[config.mk]
export PLATFORM = sky130hd
export DESIGN_NAME = branch_predictor_unit
export DESIGN_NICKNAME = d
export VERILOG_FILES = /design/src/rtl/branch_predictor_unit_pkg.sv /design/src/rtl/sat_counter_update.sv /design/src/rtl/branch_predictor_unit.sv
export SDC_FILE = /design/constraint.sdc
export NUM_CORES = 2
export LEC_CHECK = 0
export CAP_MARGIN = 20
export CORE_MARGIN = 2
export CORE_UTILIZATION = 50
export DETAILED_ROUTE_END_ITERATION = 8
export GPL_TIMING_DRIVEN = 0
export PLACE_DENSITY = 0.79
export SLEW_MARGIN = 10
export SYNTH_ARGS = -nofsm -noshare
export SYNTH_HDL_FRONTEND = slang
export SYNTH_SLANG_ARGS = --single-unit
[constraint.sdc]
create_clock -name Clk -period 6.15 [get_ports Clk]
set_clock_uncertainty 0.15 [all_clocks]
set_input_delay 0.9225 -clock Clk [delete_from_list [all_inputs] [get_ports Clk]]
set_output_delay 0.9225 -clock Clk [all_outputs]
set_load 0.05 [all_outputs]
[src/rtl/branch_predictor_unit_pkg.sv]
// Shared sizing helpers and counter encodings for the branch predictor.
// Everything here is elaborated at compile time from the unit's parameters.
package bp_pkg;

    function automatic int clog2(input int value);
        int r;
        r = 0;
        while ((1 << r) < value) begin
            r++;
        end
        return r;
    endfunction

    // Weakly-taken is the value a freshly allocated conditional branch starts at.
    function automatic int ctr_weak_t(input int ctr_w);
        return 1 << (ctr_w - 1);
    endfunction

    function automatic int ctr_weak_nt(input int ctr_w);
        return (1 << (ctr_w - 1)) - 1;
    endfunction

    function automatic int tag_width(input int addr_w, input int idx_w);
        return addr_w - 2 - idx_w;
    endfunction

    // PCs are word-aligned, so the index starts at bit 2.
    function automatic logic [31:0] pc_index(input logic [63:0] pc, input int idx_w);
        return 32'((pc >> 2) & ((64'd1 << idx_w) - 64'd1));
    endfunction

endpackage

[src/rtl/sat_counter_update.sv]
// Next-state logic for one saturating prediction counter.
// force_max wins over the taken/not-taken step.
module sat_counter_update #(
    parameter int CTR_W = 2
) (
    input  logic [CTR_W-1:0] ctr_in,
    input  logic             inc,
    input  logic             force_max,
    output logic [CTR_W-1:0] ctr_out
);

    always_comb begin
        ctr_out = ctr_in;
        if (force_max) begin
            ctr_out = '1;
        end else if (inc) begin
            if (ctr_in != '1) begin
                ctr_out = ctr_in + CTR_W'(1);
            end
        end else if (ctr_in != '0) begin
            ctr_out = ctr_in - CTR_W'(1);
        end
    end

endmodule

[src/rtl/branch_predictor_unit.sv]
// Tagged BTB with saturating counters and optional gshare indexing.
// Looked up combinationally in IF, trained from committed outcomes in MEM.
module branch_predictor_unit
    import bp_pkg::*;
#(
    parameter int ADDR_W  = 32,
    parameter int ENTRIES = 16,
    parameter int CTR_W   = 2,
    parameter int GSHARE  = 0,
    parameter int HIST_W  = 4,
    localparam int IDX_W  = clog2(ENTRIES)
) (
    input  logic              Clk,
    input  logic              Reset,
    input  logic [ADDR_W-1:0] IF_PC,
    output logic [ADDR_W-1:0] Pred_NextPC,
    output logic              Pred_Taken,
    output logic [IDX_W-1:0]  Pred_Idx,
    input  logic              Upd_Valid,
    input  logic              Upd_Uncond,
    input  logic [ADDR_W-1:0] Upd_PC,
    input  logic [IDX_W-1:0]  Upd_Idx,
    input  logic              Upd_Taken,
    input  logic [ADDR_W-1:0] Upd_Target,
    input  logic              Upd_PredTaken,
    input  logic [ADDR_W-1:0] Upd_PredNextPC,
    output logic              Mispredict,
    output logic [ADDR_W-1:0] Recover_PC,
    output logic [31:0]       Branch_Count,
    output logic [31:0]       Mispredict_Count
);

    localparam int TAG_W = tag_width(ADDR_W, IDX_W);
    localparam logic [CTR_W-1:0] CTR_INIT  = CTR_W'(ctr_weak_nt(CTR_W));
    localparam logic [CTR_W-1:0] CTR_ALLOC = CTR_W'(ctr_weak_t(CTR_W));

    logic              valid_reg  [ENTRIES];
    logic [TAG_W-1:0]  tag_reg    [ENTRIES];
    logic [ADDR_W-1:0] target_reg [ENTRIES];
    logic [CTR_W-1:0]  ctr_reg    [ENTRIES];

    logic [31:0] branch_count_reg;
    logic [31:0] mispredict_count_reg;

    logic [IDX_W-1:0]  if_pc_idx;
    logic [IDX_W-1:0]  hist_idx;
    logic [IDX_W-1:0]  lookup_idx;
    logic [TAG_W-1:0]  if_tag;
    logic              lookup_hit;

    logic [TAG_W-1:0]  upd_tag;
    logic              upd_hit;
    logic [CTR_W-1:0]  hit_ctr_next;
    logic [CTR_W-1:0]  upd_ctr_next;
    logic              table_wr;
    logic              target_wr;
    logic [ENTRIES-1:0] entry_wr;
    logic [ENTRIES-1:0] entry_target_wr;

    // ------------------------------------------------------------------
    // Index generation; history only exists in gshare mode
    // ------------------------------------------------------------------
    assign if_pc_idx = IDX_W'(pc_index(64'(IF_PC), IDX_W));

    generate
        if (GSHARE != 0) begin : g_gshare
            logic [HIST_W-1:0] ghr_reg;

            // History tracks committed conditional outcomes only; jumps carry no information.
            always_ff @(posedge Clk) begin
                if (Reset) begin
                    ghr_reg <= '0;
                end else if (Upd_Valid && !Upd_Uncond) begin
                    ghr_reg <= HIST_W'({ghr_reg, Upd_Taken});
                end
            end

            always_comb begin
                hist_idx = '0;
                hist_idx[HIST_W-1:0] = ghr_reg;
            end
        end else begin : g_pc_only
            assign hist_idx = '0;
        end
    endgenerate

    assign lookup_idx = if_pc_idx ^ hist_idx;

    // ------------------------------------------------------------------
    // Lookup: reads registered state, so a same-cycle update is not visible
    // ------------------------------------------------------------------
    assign if_tag      = IF_PC[ADDR_W-1:IDX_W+2];
    assign lookup_hit  = valid_reg[lookup_idx] && (tag_reg[lookup_idx] == if_tag);
    assign Pred_Taken  = lookup_hit && ctr_reg[lookup_idx][CTR_W-1];
    assign Pred_NextPC = Pred_Taken ? target_reg[lookup_idx] : IF_PC + ADDR_W'(4);
    assign Pred_Idx    = lookup_idx;

    // ------------------------------------------------------------------
    // Training path
    // ------------------------------------------------------------------
    assign upd_tag = Upd_PC[ADDR_W-1:IDX_W+2];
    assign upd_hit = valid_reg[Upd_Idx] && (tag_reg[Upd_Idx] == upd_tag);

    sat_counter_update #(
        .CTR_W (CTR_W)
    ) u_sat_counter_update (
        .ctr_in    (ctr_reg[Upd_Idx]),
        .inc       (Upd_Taken),
        .force_max (Upd_Uncond),
        .ctr_out   (hit_ctr_next)
    );

    always_comb begin
        upd_ctr_next = hit_ctr_next;
        if (!upd_hit) begin
            upd_ctr_next = Upd_Uncond ? '1 : CTR_ALLOC;
        end
    end

    // A not-taken miss leaves the table alone so it cannot evict a useful entry.
    assign table_wr  = Upd_Valid && (upd_hit || Upd_Taken);
    assign target_wr = Upd_Valid && (Upd_Taken || (upd_hit && Upd_Uncond));

    generate
        for (genvar gi = 0; gi < ENTRIES; gi++) begin : g_entry_decode
            assign entry_wr[gi]        = table_wr  && (Upd_Idx == IDX_W'(gi));
            assign entry_target_wr[gi] = target_wr && (Upd_Idx == IDX_W'(gi));
        end
    endgenerate

    always_ff @(posedge Clk) begin
        if (Reset) begin
            for (int i = 0; i < ENTRIES; i++) begin
                valid_reg[i]  <= 1'b0;
                tag_reg[i]    <= '0;
                target_reg[i] <= '0;
                ctr_reg[i]    <= CTR_INIT;
            end
        end else begin
            for (int i = 0; i < ENTRIES; i++) begin
                if (entry_wr[i]) begin
                    valid_reg[i] <= 1'b1;
                    tag_reg[i]   <= upd_tag;
                    ctr_reg[i]   <= upd_ctr_next;
                end
                if (entry_target_wr[i]) begin
                    target_reg[i] <= Upd_Target;
                end
            end
        end
    end

    // ------------------------------------------------------------------
    // Recovery and performance counters
    // ------------------------------------------------------------------
    assign Mispredict = Upd_Valid &&
                        ((Upd_PredTaken != Upd_Taken) ||
                         (Upd_Taken && (Upd_PredNextPC != Upd_Target)));
    assign Recover_PC = Upd_Taken ? Upd_Target : Upd_PC + ADDR_W'(4);

    always_ff @(posedge Clk) begin
        if (Reset) begin
            branch_count_reg     <= '0;
            mispredict_count_reg <= '0;
        end else begin
            if (Upd_Valid && (branch_count_reg != '1)) begin
                branch_count_reg <= branch_count_reg + 32'd1;
            end
            if (Mispredict && (mispredict_count_reg != '1)) begin
                mispredict_count_reg <= mispredict_count_reg + 32'd1;
            end
        end
    end

    assign Branch_Count     = branch_count_reg;
    assign Mispredict_Count = mispredict_count_reg;

endmodule
# Yosys cells after proc, flatten, opt, wreduce, memory -nomap -nowiden
# Memories as Yosys holds them, arrays and structs flattened.
# Cells that the tools add are included.
dict set report totals {
  regBits 64
  latchBits 0
  ram_bits 976
  rom_bits 0
  output_inout_bits 134
  word_cells 315
  memories 4
}
dict set report classes {
  n_addsub 6
  multipliers 0
  div 0
  magnitude_cmp 0
  n_eq_ne 22
  shifts 0
  n_mux 170
  bitwise 64
  reduce_logical 47
}
# name words width read_ports rd_ports_with_merged_regs wr line
set memory_table {}
lappend memory_table {target_reg 16 32 1 0 16 branch_predictor_unit.sv:39} ;# logic [ADDR_W-1:0] target_reg [ENTRIES];
lappend memory_table {tag_reg 16 26 2 0 16 branch_predictor_unit.sv:38} ;# logic [TAG_W-1:0] tag_reg [ENTRIES];
lappend memory_table {ctr_reg 16 2 2 0 16 branch_predictor_unit.sv:40} ;# logic [CTR_W-1:0] ctr_reg [ENTRIES];
lappend memory_table {valid_reg 16 1 2 0 16 branch_predictor_unit.sv:37} ;# logic valid_reg [ENTRIES];
# cell count
set op_table {}
lappend op_table {{32-bit 2-to-1 mux} 18}
lappend op_table {{26-bit 2-to-1 mux} 16}
lappend op_table {{1-bit 2-to-1 mux} 115}
lappend op_table {{32-bit by 1-bit adder with 32-bit output, second input constant} 2}
lappend op_table {{32-bit by 3-bit adder with 32-bit output, second input constant} 2}
lappend op_table {{32-bit inequality test, second input constant} 2}
lappend op_table {{1-bit bitwise OR} 64}
lappend op_table {{26-bit == test} 2}
lappend op_table {{1-bit logical AND} 42}
lappend op_table {{2-bit 2-to-1 mux} 21}
lappend op_table {{4-bit == test, second input constant} 8}
lappend op_table {{32-bit inequality test} 1}
lappend op_table {{4-bit by 3-bit == test with 1-bit output, second input constant} 4}
lappend op_table {{4-bit by 2-bit == test with 1-bit output, second input constant} 2}
lappend op_table {{4-bit by 1-bit == test with 1-bit output, second input constant} 1}
lappend op_table {{4-bit logical NOT} 1}
lappend op_table {{1-bit logical OR} 3}
lappend op_table {{2-bit by 1-bit adder with 2-bit output, second input constant} 1}
lappend op_table {{2-bit inequality test, second input constant} 1}
lappend op_table {{2-bit nonzero test} 1}
lappend op_table {{2-bit by 1-bit subtractor with 2-bit output, second input constant} 1}
lappend op_table {{1-bit inequality test} 1}

# Logic depth before layout (Yosys ltp)
# An unclocked memory read counts as a cell.
dict set report depth {
  depth_word 11
  mapped_depth 16
  mapped_depth_nobuf 9
}

# By module
# Synthesis repeated with hierarchy kept, for this count alone.
dict set report hier_totals {
  cells_unflattened 3500
  area_unflattened_um2 49655.1
}
# mod n_inst cells_per_inst area_each_um2 seq_area_each_um2
set by_module_without_submodules {}
lappend by_module_without_submodules {branch_predictor_unit 1 3493 49618.8 30499.3}
lappend by_module_without_submodules {sat_counter_update 1 7 36.3 0.0}

# Worst setup path after synthesis
# No wires, ideal clock.
dict set report synth_timing {
  path_kind {input -> output}
  start {in IF_PC[3]}
  end {out Pred_Taken}
  t_arrival_ps 4691
  t_required_ps 5077
  slack_ps 387
  stages 9
  n_path_buf 3
  path_cell_list {buf_2 > buf_1 > clkbuf_1 > mux4_2 > mux4_2 > xnor2_1 > nand4_1 > or3_1 > nor4_1}
}
dict set report synth_via {
  elab_chain_cells 4
}
# element line
set synth_rtl {}
lappend synth_rtl {{start, declared} branch_predictor_unit.sv:15} ;# input logic [ADDR_W-1:0] IF_PC,
lappend synth_rtl {{memory 16 x 26 bit} --}
lappend synth_rtl {{26-bit == test} branch_predictor_unit.sv:93} ;# assign lookup_hit = valid_reg[lookup_idx] && (tag_reg[lookup_idx] == if_tag);
lappend synth_rtl {{1-bit logical AND} branch_predictor_unit.sv:93}
lappend synth_rtl {{1-bit logical AND (*)} branch_predictor_unit.sv:94} ;# assign Pred_Taken = lookup_hit && ctr_reg[lookup_idx][CTR_W-1];
lappend synth_rtl {{end, declared} branch_predictor_unit.sv:17} ;# output logic Pred_Taken,
# Every way passes the cells marked *; elsewhere a longest branch is shown, timed or not.

==> impl_metrics.tcl <==
set metrics [dict create \
    outcome "complete, but fails checks" \
    violations "negative setup slack" \
    drt-initial-drc-count 7078 \
    path_max_fanout 19 \
    clk_pin_slew_ps 70 \
    hpwl_mm 135 \
    slew_headroom_pct 6.95 \
    syn_inst 3520 \
    cp-start-kind "input pin" \
    ant_nets 0 \
    die_y_um 322 \
    min_period_ps 6440 \
    via_count 36800 \
    holdWs_ps 320 \
    clock-sinks 1040 \
    gr-usage-all-layers_pct 36.7 \
    ys_seq_elements 1040 \
    grt.busiest_layer "met2" \
    drive_gt1_share_pct 22.9 \
    fin_area_um2 59700 \
    htreeDepth 3 \
    drcViolationCount 0 \
    grt_pass1_vias 35600 \
    crit_path_frequent_cell "buf_6" \
    synth-edff-count 967 \
    routed_wl_mm 192 \
    clock_latency_ps 720 \
    crit_path_end_kind "register" \
    ios 272 \
    yosys_warnings 0 \
    placed_cell_area_um2 55800 \
    synth_area_um2 50700 \
    cts_inserted_buffers 100 \
    use_met3_pct 19.8 \
    viasPerCell 6.87 \
    gp_congestion 1.04 \
    power.total_w 0.0174 \
    synth_nets 3662 \
    irDropWorstVdd_mv 0.261 \
    drtPass1Iterations 7 \
    finalHoldViolations 0 \
    dp_cells 5170 \
    critical_path_buf_inv_count 6 \
    grt_max_degree 25 \
    start_util_pct 50.5 \
    antenna_found_initial 20 \
    nets 4057 \
    critPathArrivalTime_ps 6710 \
    multi_input_area_um2 18600 \
    use_met1_pct 44.8 \
    overflow 0 \
    synth-async-reset-ratio_pct 0 \
    area_delta_synth_final_pct 17.9 \
    cts-root-buf "clkbuf_16" \
    synthFlopType "edfxtp_1" \
    syn_area_per_cell_um2 14.4 \
    crit_family "buffers and inverters" \
    ys_top_cells_by_count "edfxtp_1, nor2_1, mux4_2, nand2_1, clkbuf_1" \
    cp_slowest_stage_delay_ps 890 \
    port_buffers 252 \
    layout.cells.non_filler 5367 \
    slowest_stage "clkbuf_1" \
    rows 116 \
    critPathRequiredTime_ps 6420 \
    clk_path_buf_depth 3 \
    seq_area_um2 30500 \
    cts_tree "built" \
    p_leak_nw 20.4 \
    fill_cells 7353 \
    synth_largest_area_cell "edfxtp_1" \
    grt_pass1_wl_mm 263 \
    use_met2_pct 52.5 \
    fp.dieW_um 322 \
    setup_viol_count_final 445 \
    final_max_slew_viol_count 0 \
    ys_types 77 \
    fin_crit_sh_pct 105 \
    power_density_nw_per_um2 291 \
    netlist.area_leader.share_pct 57.3 \
    cts_hold_buffers 0 \
    clock.fmax_mhz 155 \
    largest_register_ffs 512 \
    core_um2 100000 \
    worst-slew-pin-transition_ps 1400 \
    hold_path_class "reg2reg" \
    path_cells "clkdlybuf4s50_1, buf_6, nor2b_1, clkbuf_1, a22oi_1, nand3_1, o211a_1, a41oi_1, nand4bb_1, nor4_4, buf_6, o211ai_4, buf_2, nand2_8, buf_16" \
    routedWlPerCell_um 35.9 \
    drv_cap 0 \
    ys_seq_area_share_pct 60.2 \
    path_class "in2reg" \
    setup_tns_ps -52990 \
    dieArea_um2 104000 \
    synth.area.top_cells "edfxtp_1, mux4_2, nor2_1" \
    yosysMostFrequentCell "edfxtp_1" \
    setup_ws_ps -292 \
]
[per-layer routing]
metal	part of all wire (%)	vias to the layer above
met5	0.15	-
met4	6.5	30
met1	32	18000
met2	42	3914
met3	20	859
li1	-	14100
[path summary, 6_finish.rpt]
kind                                     start                      endpoint  slack (ps)  cells past startpoint
setup / recovery                    Upd_Idx[1]  tag_reg[3][10]$_SDFFCE_PN0P_        -290                     15
hold / removal            valid_reg[7]$_DFF_P_          valid_reg[7]$_DFF_P_         320                      2
setup reg to reg  tag_reg[6][23]$_SDFFCE_PN0P_  tag_reg[3][10]$_SDFFCE_PN0P_         780                     11
hold reg to reg           valid_reg[7]$_DFF_P_          valid_reg[7]$_DFF_P_         320                      2
[cells by family (layout without fill, tap and decap cells)]
group / count (synthesis) / in the layout / share of synthesized area (%)
simple gates: 1149 / 1149 / 10.0
flops: 1040 / 1040 / 60.2
mux: 527 / 527 / 19.8
buf+inv: 389 / 870 / 3.65
compound gates: 228 / 228 / 3.08
xor+xnor: 181 / 181 / 3.13
fa+ha+maj: 6 / 6 / 0.138
other cells: 0 / 9 / 0
[through the flow]
step | setup WS (ps) | utilization (%)
floorplan | 387 | -
detailed placement | -2570 | 55.6
global placement | -2590 | 54.7
CTS | -15.3 | 59.4
global route | -25.5 | 59.5
finish | -292 | 59.6
[worst register-to-register path, stage by stage, from the launching register on]
cell,delay (ps)
edfxtp_1,420
mux4_2,540
a2111oi_0,650
o21ai_0,330
o31ai_4,470
nand4bb_1,430
nor4_4,520
buf_6,260
o211ai_4,280
buf_2,420
nand2_8,360
buf_16,220
[report_power, final]
| group | switching (W) | internal, W |
|---|---|---|
| Combinational | 0.00154 | 0.000913 |
| Clock | 0.00289 | 0.00366 |
| Sequential | 0.000191 | 0.00819 |
| Total | 0.00462 | 0.0128 |
[layout by cell type (no fill, tap or decap), types with 14 or more instances in the layout]
| master | count |
|---|---|
| dfxtp_1 | 73 |
| buf_2 | 59 |
| buf_4 | 30 |
| buf_6 | 40 |
| nor2_2 | 42 |
| clkdlybuf4s50_1 | 215 |
| nor2_1 | 644 |
| nand2_1 | 168 |
| clkdlybuf4s15_2 | 26 |
| and3_1 | 30 |
| a21oi_1 | 36 |
| mux2_4 | 29 |
| inv_1 | 89 |
| edfxtp_1 | 967 |
| clkbuf_16 | 101 |
| nand3_1 | 79 |
| nor4_1 | 24 |
| mux4_2 | 367 |
| mux2i_1 | 114 |
| mux2_2 | 14 |
| bufinv_16 | 14 |
| nor3_1 | 29 |
| xor2_1 | 66 |
| clkbuf_1 | 144 |
| clkbuf_2 | 22 |
| nor2b_1 | 17 |
| xnor2_1 | 107 |
| o21ai_0 | 57 |
| nand4_1 | 35 |
| clkinv_2 | 20 |
| clkinv_1 | 19 |
| a22oi_1 | 34 |
| buf_12 | 28 |
| buf_8 | 14 |
| or3_1 | 18 |
[area by class of cell]
class,instances,share of cell area (%)
flip-flops and latches,1040,51.1
multi-input cells,2091,31.2
repair buffers,295,5.53
clock buffers,118,4.37
plain buffers,296,2.98
well taps,1357,2.84
clock inverters,70,1.39
inverters,91,0.572
diodes,9,0.0377
[timing repair]
item / CTS / global route
endpoints found under the setup margin: 690 / 304
buffers inserted: 1 / 0
resized for setup: 247 / 36
pin swaps: 2 / 1
Power figures use the tool's default switching activity.
